### src/rtl/bias_stream_ctrl.sv
`default_nettype none
// ============================================================================
// Module   : bias_stream_ctrl
// Brief    : Streams KERN_NUM ROM bias words PIX_NUM times per frame through a
//            2-entry output FIFO. Option macro: BIAS_STREAM_LOOP_EN (auto-restart).
// Revision : 1.0
// ============================================================================
module bias_stream_ctrl #(
    parameter int KERN_NUM = 16,
    parameter int PIX_NUM  = 64,
    parameter int DATA_W   = 16,
    parameter int ADDR_W   = $clog2(KERN_NUM)
) (
    input  logic              ap_clk,
    input  logic              ap_rst_n,
    input  logic              ap_start,
    output logic              ap_idle,
    output logic              ap_done,
    output logic [ADDR_W-1:0] bias_V_address0,
    output logic              bias_V_ce0,
    input  logic [DATA_W-1:0] bias_V_q0,
    output logic [DATA_W-1:0] output_V_din,
    input  logic              output_V_full_n,
    output logic              output_V_write
);
    localparam int                PIX_W       = (PIX_NUM > 1) ? $clog2(PIX_NUM) : 1;
    localparam logic [ADDR_W-1:0] C_ADDR_LAST = ADDR_W'(KERN_NUM - 1);
    localparam logic [PIX_W-1:0]  C_PIX_LAST  = PIX_W'(PIX_NUM - 1);

    typedef enum logic [1:0] {
        IDLE  = 2'd0,
        RUN   = 2'd1,
        DRAIN = 2'd2
    } state_t;

    state_t            r_state;
    state_t            w_state_next;
    logic [ADDR_W-1:0] r_addr;
    logic [PIX_W-1:0]  r_pix;
    logic              r_inflight;
    logic [1:0]        r_count;
    logic              r_wr_ptr;
    logic              r_rd_ptr;
    logic [DATA_W-1:0] r_mem [2];
    logic              r_done;

    logic [1:0]        w_occ;
    logic              w_ce0;
    logic              w_write;
    logic              w_last_read;
    logic              w_frame_end;

    // Words owned by the block: buffered plus the one arriving from the ROM.
    assign w_occ = r_count + {1'b0, r_inflight};

    always_comb begin
        w_state_next = r_state;
        w_write      = ((r_count != 2'd0) || r_inflight) && output_V_full_n;
        w_ce0        = 1'b0;
        w_last_read  = 1'b0;
        w_frame_end  = 1'b0;
        case (r_state)
            IDLE: begin
                if (ap_start) begin
                    w_state_next = RUN;
                end
            end
            RUN: begin
                w_ce0       = (w_occ != 2'd2) || w_write;
                w_last_read = w_ce0 && (r_addr == C_ADDR_LAST) && (r_pix == C_PIX_LAST);
                if (w_last_read) begin
                    w_state_next = DRAIN;
                end
            end
            DRAIN: begin
                w_frame_end = (w_occ == 2'd0) || ((w_occ == 2'd1) && w_write);
                if (w_frame_end) begin
`ifdef BIAS_STREAM_LOOP_EN
                    w_state_next = RUN;
`else
                    w_state_next = IDLE;
`endif
                end
            end
            default: w_state_next = IDLE;
        endcase
    end

    always_ff @(posedge ap_clk or negedge ap_rst_n) begin
        if (!ap_rst_n) begin
            r_state <= IDLE;
            r_done  <= 1'b0;
        end else begin
            r_state <= w_state_next;
            r_done  <= w_frame_end;
        end
    end

    always_ff @(posedge ap_clk or negedge ap_rst_n) begin
        if (!ap_rst_n) begin
            r_addr     <= '0;
            r_pix      <= '0;
            r_inflight <= 1'b0;
        end else begin
            r_inflight <= w_ce0;
            if (w_ce0) begin
                if (r_addr == C_ADDR_LAST) begin
                    r_addr <= '0;
                    r_pix  <= (r_pix == C_PIX_LAST) ? '0 : r_pix + 1'b1;
                end else begin
                    r_addr <= r_addr + 1'b1;
                end
            end
        end
    end

    // Arriving words are always stored; a same-cycle pop skips past them.
    always_ff @(posedge ap_clk or negedge ap_rst_n) begin
        if (!ap_rst_n) begin
            r_count  <= 2'd0;
            r_wr_ptr <= 1'b0;
            r_rd_ptr <= 1'b0;
            r_mem[0] <= '0;
            r_mem[1] <= '0;
        end else begin
            if (r_inflight) begin
                r_mem[r_wr_ptr] <= bias_V_q0;
                r_wr_ptr        <= ~r_wr_ptr;
            end
            if (w_write) begin
                r_rd_ptr <= ~r_rd_ptr;
            end
            r_count <= r_count + {1'b0, r_inflight} - {1'b0, w_write};
        end
    end

    assign ap_idle         = (r_state == IDLE);
    assign ap_done         = r_done;
    assign bias_V_address0 = r_addr;
    assign bias_V_ce0      = w_ce0;
    assign output_V_write  = w_write;
    assign output_V_din    = (r_count != 2'd0) ? r_mem[r_rd_ptr] :
                             (r_inflight ? bias_V_q0 : '0);

endmodule
`default_nettype wire

### config.mk
export PLATFORM = sky130hd
export DESIGN_NAME = bias_stream_ctrl
export DESIGN_NICKNAME = d
export VERILOG_FILES = /design/src/rtl/bias_stream_ctrl.sv
export SDC_FILE = /design/constraint.sdc
export NUM_CORES = 1
export LEC_CHECK = 0
export CAP_MARGIN = 20
export CORE_MARGIN = 8
export CORE_UTILIZATION = 56
export CTS_CLUSTER_DIAMETER = 30
export DETAILED_ROUTE_END_ITERATION = 8
export PLACE_DENSITY = 0.85
export SYNTH_ARGS = -nofsm -noshare
export SYNTH_HDL_FRONTEND = slang
export SYNTH_SLANG_ARGS = --single-unit
### constraint.sdc
create_clock -name ap_clk -period 3.85 [get_ports ap_clk]
set_input_delay 0.77 -clock ap_clk [delete_from_list [all_inputs] [get_ports ap_clk]]
set_output_delay 0.77 -clock ap_clk [all_outputs]
set_load 0.05 [all_outputs]
### Word level (Yosys, flattened, before mapping)

Cells that the tools add are included.

* $add $sub $neg: 4
* magnitude comparators: 3
* equality and inequality tests: 9
* muxes and demuxes: 16
* bitwise operators: 4
* reductions and logical operators: 13

Operators with widths (number)
* 2-to-1 mux 16 bit: 6
* bitwise mux 32 bit: 1
* demux 16 bit (select 1 bit): 1
* != test 2 bit (second input constant): 4
* adder 6 x 1 -> 6 bit (second input constant): 1
* equality test 6 bit (second input constant): 1
* 2-to-1 mux 2 bit: 3
* 2-to-1 mux 6 bit: 1
* case mux 2 bit (3 select lines): 1
* logical AND 1 bit: 5
* adder 4 x 1 -> 4 bit (second input constant): 1
* equality test 2 x 1 -> 1 bit (second input constant): 2
* equality test 4 bit (second input constant): 1
* greater-or-equal comparator 2 bit (second input constant): 2
* zero test 2 bit: 2
* 2-to-1 mux 4 bit: 1
* inverter 1 -> 2 bit: 2
* logical OR 1 bit: 3
* AND reduction 3 bit: 1
* adder 2 x 1 -> 2 bit: 1
* equality test 2 bit (second input constant): 1
* < comparator 2 x 1 -> 1 bit (second input constant): 1
* 2-to-1 mux 1 bit: 2
* inverter 1 bit: 2
* 3 further kinds: 3

* register bits after elaboration: 50
* bits of input ports: 20
* output and inout bits: 24
* word-level logic and storage cells: 59

### Longest topological paths before layout

Gate-level depths: netlist (run 1).

* depth after elaboration: 8
* gate-level depth with buffers: 6
* mapped depth without buffers: 5

### Worst setup path before layout (run 1)

OpenSTA, ideal clock, no wires.

* kind: reg-to-output
* start point: reg r_rd_ptr
* end point: out output_V_din[10]
* data arrival time: 1983 ps
* data required time: 3080 ps
* path slack: 1097 ps
* stages on the path, launching flop included: 5
* buffers on the path: 2
* path through: dfrtp_1 buf_2 buf_2 mux2i_1 o21ai_0

* cells in the longest elaborated chain, start to end: 5

RTL lines
* start, declared: line 43 `logic r_rd_ptr;`
* start signal, assigned: line 131 `r_rd_ptr <= ~r_rd_ptr;`
* inverter 1 -> 2 bit (implied by the code): line 142 `assign output_V_din = (r_count != 2'd0) ? r_mem[r_rd_ptr] :`
* 2-to-1 mux 16 bit (implied by the code) (3 in series): line 142
* 2-to-1 mux 16 bit: line 142
* end, declared: line 22 `output logic [DATA_W-1:0] output_V_din,`

No other way between the ends. The select of a mux whose other input is x is not followed.

### Worst setup path after layout (run 1)

* start point: in output_V_full_n
* end point: out output_V_write

* cells in the longest elaborated chain, start to end: 1

RTL lines
* start, declared: line 23 `input logic output_V_full_n,`
* logical AND 1 bit: line 58 `w_write = ((r_count != 2'd0) || r_inflight) && output_V_full_n;`
* end, declared: line 24 `output logic output_V_write`

No other way between the ends.

==> summary.txt, run 1 <==
Synth
  – Commonest cells post-synth: 50 x dfrtp_1, 36 x mux2_2, 19 x nand3_1
  – Most common flop cell mapped by yosys: dfrtp_1
  – Synth Warn #: 0
  – Most common cell in the synthesized netlist: dfrtp_1
  – Synthesized area: 2430 µm²
  – Distinct cell type count after synthesis: 35
  – Number of synthesized flops with an enable pin: 0
  – Sequential area share after synthesis: 51.4%
  – Top post-synthesis cells by area: dfrtp_1 51%, mux2_2 17%, mux2i_1 6.6%
  – Number of synthesized register bits: 50
  – Mean Syn Cell Area: 11.8 µm²
  – Gate Count Post-Synth: 207
  – Cell taking the most area after synthesis: dfrtp_1
  – Mapped Nets: 231
  – Post-synth ARST share: 100%
  – Top-area cell type share of the netlist area: between 50 and 60%

Placed design
  – Routability Congestion: 0.721
  – Port bufs: 43
  – Placed wire-length estimate: ~3300 µm

Routing
  – ANT nets after route: 0
  – Initial drt markers: a little under 90
  – WL/cell: 16.1 µm
  – Pre-antenna DRT Iters: 4
  – Total routed wirelength: 4890 µm
  – Via count: between 1,500 and 2,000
  – Routed vias/inst: 5.81
  – Drt drc: 0

Layout
  – Ratio of cells with drive above 1 in the final layout: approximately 22%
  – N_diodes: 0
  – NumNets Final: 274
  – P&R area growth vs syn: 24.4%

Clock network
  – Hold_buf cts: 0
  – Worst skew pair latency: 300 ps
  – Clk Tree Root Cell: clkbuf_8
  – Clk sink count: 50
  – Post CTS Setup Buffer Count: 0
  – Post-CTS Resized: 0
  – CTS tree: built
  – Cts bufs inserted: 5
  – Clock-pin slew on the worst setup and hold paths: 90 ps
  – H-tree depth: 2
  – Clock tree buffer depth: 2

Worst setup path
  – WP buf/inv: 2
  – Worst setup SP type: primary input
  – Most frequent CP cell: clkdlybuf4s50_1
  – Slowest Stage Delay on Critical Path: 810 ps
  – Crit-path cells: clkdlybuf4s50_1, o31a_2, clkdlybuf4s50_1
  – Worst Path Arrival: 2310 ps
  – Setup CP Type: in -> out
  – Worst setup EP type: primary output
  – Crit path max-delay cell type: clkdlybuf4s50_1
  – CP required: 3080 ps
  – CP Max Fanout: 3
  – Crit path max-delay family: buffers and inverters

Global route
  – Initial antenna violation count: 0
  – First-pass GRT wire length: 7960 µm
  – Total track usage: 15.2%
  – Total gr overflow: 0
  – Largest net degree at the start of global routing: between 50 and 60
  – Vias in the first global route: 1,846

Outcome
  – Status: finished, final reports clean

STA
  – Worst slew margin: 45.1%
  – Worst-Margin Slew: 824 ps
  – Max-slew violations: 0
  – Max Fclk: 0.324 GHz
  – Final hold violation count: 0
  – Clock Skew: 7.77 ps
  – Unrepaired setup endpoints after global routing: false
  – Setup tns final: 0 ps
  – Final Setup Violations: 0
  – Crit share post-route: roughly 80%
  – Min Tclk post-route: 3080 ps

Hold path
  – Worst min-delay path class: reg -> reg

Floorplanning
  – DIE HEIGHT: 81.9 µm
  – I/O Pins: 44
  – Standard-cell row count: 24
  – Core footprint: 4260 µm²
  – Die area: 6710 µm²
  – Horiz. Die Dim: 81.9 µm
  – Initial core utilization: a little under three fifths

Run
  – Max cap viols: 0
sequential cells by signal (all words and copies together) (netlist names):
signal / count
r_mem: 32
ap_done: 1
r_pix: 6
r_wr_ptr: 1
r_count: 2
r_state: 2
r_rd_ptr: 1
bias_V_address0: 4
r_inflight: 1
per-layer routing:
metal / vias to the layer above / GRT usage (%) / part of all wire (%)
met5: - / 0 / 0
met4: 0 / 9.82 / 2.2
met3: 9 / 4.60 / 5.8
met2: 44 / 25.0 / 49
met1: 873 / 16.9 / 43
li1: 835 / - / -
cell families after synthesis:
kind of cell | Yosys count | share of synthesized area (%)
AOI/OAI and AO/OA | 31 | 8.07
xor gates and xnor gates | 7 | 2.52
adders and majority gates | 4 | 2.06
buffers and inverters | 15 | 2.83
DFF | 50 | 51.4
muxes | 52 | 23.2
and+or+nand+nor | 48 | 9.87
placed cells by master (no fill, tap or decap), types with 3 or more instances in the layout:
cell type and count:
nand3_1 19, inv_1 3, nand2b_1 3, xor2_1 4, a31oi_1 3, and3_1 3, clkdlybuf4s50_1 41, xnor2_1 3
ha_1 4, dfrtp_1 50, clkbuf_8 6, buf_4 4, nand2_1 6, mux2i_1 16, mux2_2 36, nor2_1 10
o21ai_0 16
path summary, 6_finish.rpt:
path	start	to	slack [ps]	depth (start not counted)
worst max-delay path	output_V_full_n	output_V_write	770	3
worst min-delay path	r_rd_ptr	r_rd_ptr	470	1
worst max register to register	r_inflight	r_pix[1]	1560	7
worst min register to register	r_rd_ptr	r_rd_ptr	470	1
max in group asynchronous	ap_rst_n	r_mem[23]	2840	2
min in group asynchronous	ap_rst_n	r_mem[31]	480	1
stage by stage:
step	hold WS, ps	cells	worst slack (ps)	instance area (µm²)	utilization (%)
3_3_place_gp	457	294	779	2910	68.2
2_1_floorplan	446	207	1100	2430	-
4_1_cts	475	302	759	3000	70.4
6_report	471	303	767	3030	71.0
3_5_place_dp	461	294	768	2910	68.2
5_1_grt	510	303	711	3030	71.0
cell type report:
type,count,area [µm²]
Timing Repair Buffer,48,493
Sequential cell,50,1250
Multi-Input combinational cell,142,1120
Tap cell,52,65.1
Clock buffer,7,86.3
Clock inverter,1,5.00
Inverter,3,11.3
Fill cell,322,1240
Power of run 1 is not shown: default switching activity piles up to over one toggle a cycle in this logic, so the estimate is an artifact.
==> run 2: changes to the inputs <==
CORE_UTILIZATION = 52   (was 56)
PLACE_DENSITY = 0.8   (was 0.85)
clock period = 2.9 ns   (was 3.85 ns; I/O delays follow)
==> summary.txt, run 2 (same netlist as run 1, synthesis figures left out) <==
Global route
  – Vias in the first global route: approximately 1,700
  – Total gr overflow: 0
  – Initial antenna violation count: 0
  – First-pass GRT wire length: 8220 µm
  – Total track usage: 14.0%
  – Largest net degree at the start of global routing: 51

Worst setup path
  – Worst setup EP type: primary output
  – Worst Path Arrival: 1790 ps
  – CP required: approximately 2300 ps
  – Worst setup SP type: flip-flop
  – Setup CP Type: reg -> out
  – CP Max Fanout: 5

Hold path
  – Worst min-delay path class: in -> async

Clock network
  – CTS tree: built
  – Post CTS Setup Buffer Count: 0
  – Clk sink count: 50
  – Clock tree buffer depth: 2
  – Worst skew pair latency: 290 ps
  – Clock-pin slew on the worst setup and hold paths: 80 ps
  – H-tree depth: 2
  – Hold_buf cts: 0
  – Post-CTS Resized: 0
  – Clk Tree Root Cell: clkbuf_8
  – Cts bufs inserted: 5

Layout
  – Layout Utilization: 64.4%
  – NumNets Final: 274
  – Max reg flops: 32
  – Commonest non-fill, non-tap cell in the layout: dfrtp_1
  – Ratio of cells with drive above 1 in the final layout: between 20 and 30%
  – P&R area growth vs syn: 22.6%
  – Largest Register: r_mem
  – N_diodes: 0
  – Fillers: 378
  – Leading cell types in the layout, fill and taps excluded: 50 x dfrtp_1, 36 x mux2_2, 24 x clkdlybuf4s50_1

STA
  – Clock Skew: 9.96 ps
  – Max Fclk: between 0.4 and 0.5 GHz
  – Crit share post-route: 81.7%
  – Worst-Margin Slew: 816 ps
  – Final hold violation count: 0
  – Unrepaired setup endpoints after global routing: false
  – Setup tns final: 0 ps
  – Min Tclk post-route: 2370 ps
  – Final Setup Violations: 0
  – Max-slew violations: 0
  – Post-route setup slack: 531 ps
  – Worst slew margin: 45.6%

Placed design
  – Routability Congestion: approximately 0.74
  – Pre-CTS setup slack: 607 ps
  – Placed wire-length estimate: 3270 µm
  – Port bufs: 43

Routing
  – Routed vias/inst: 5.61
  – Pre-antenna DRT Iters: 4
  – Drt drc: 0
  – Initial drt markers: 52
  – ANT nets after route: 0
  – Via count: 1,710
  – WL/cell: 15.2 µm
  – Total routed wirelength: 4620 µm

Floorplanning
  – I/O Pins: 44
  – Horiz. Die Dim: 84.4 µm
  – Core footprint: 4630 µm²
  – Standard-cell row count: 25
  – DIE HEIGHT: 84.4 µm
  – Die area: approximately 7000 µm²
  – Initial core utilization: ~53%

Run
  – Max cap viols: 0

Outcome
  – Status: finished, final reports clean
## run 2: changes by cell type in the layout (fill, tap and decap cells not counted)
| cell | change |
|---|---|
| buf_16 | -1 |
| buf_4 | +18 |
| bufinv_16 | +1 |
| clkbuf_1 | +1 |
| clkbuf_8 | -1 |
| clkdlybuf4s50_1 | -17 |
| clkinv_2 | -1 |
## run 2: layout make-up
type / count / area (µm²) / area share [%]
repair buffers: 48 / 430 / 14.4
clock inverters: 1 / 30.0 / 1.01
inverters: 3 / 11.3 / 0.378
flip-flops and latches: 50 / 1250 / 41.9
well taps: 54 / 67.6 / 2.27
clock buffers: 7 / 76.3 / 2.56
multi-input cells: 142 / 1120 / 37.4
## run 2: final timing paths
| check | start | to | slack [ps] | cells after the start |
|---|---|---|---|---|
| hold reg to reg | r_pix[4] | r_pix[4] | 480 | 1 |
| min in group ap_clk | r_pix[4] | r_pix[4] | 480 | 1 |
| setup / recovery | r_count[0] | bias_V_ce0 | 530 | 4 |
| hold / removal | ap_rst_n | r_mem[18] | 380 | 2 |
| setup reg to reg | r_count[0] | r_pix[0] | 840 | 6 |
| max in group asynchronous | ap_rst_n | r_mem[8] | 2100 | 2 |
## run 2: worst max-delay path: stages, from the launching register on
cell      delay, ps
dfrtp_1         440
ha_1            280
xor2_1          210
a221oi_2        380
buf_12          180
## run 2: per-stage QoR
step	instances	area [µm²]	hold WS (ps)
4_1_cts	305	2980	400
6_report	305	2980	380
3_3_place_gp	297	2880	464
3_5_place_dp	297	2880	471
5_1_grt	305	2980	426
2_1_floorplan	207	2430	284
## run 2: per-layer routing
layer	wire, µm	share of wire [%]	vias up	track usage, %
met5	0	0	-	0
met4	42	0.91	0	4.37
met3	266	5.8	5	4.10
met2	2160	47	43	22.8
met1	2150	47	833	17.3
li1	-	-	829	-
Power of run 2 is left out for the same reason.
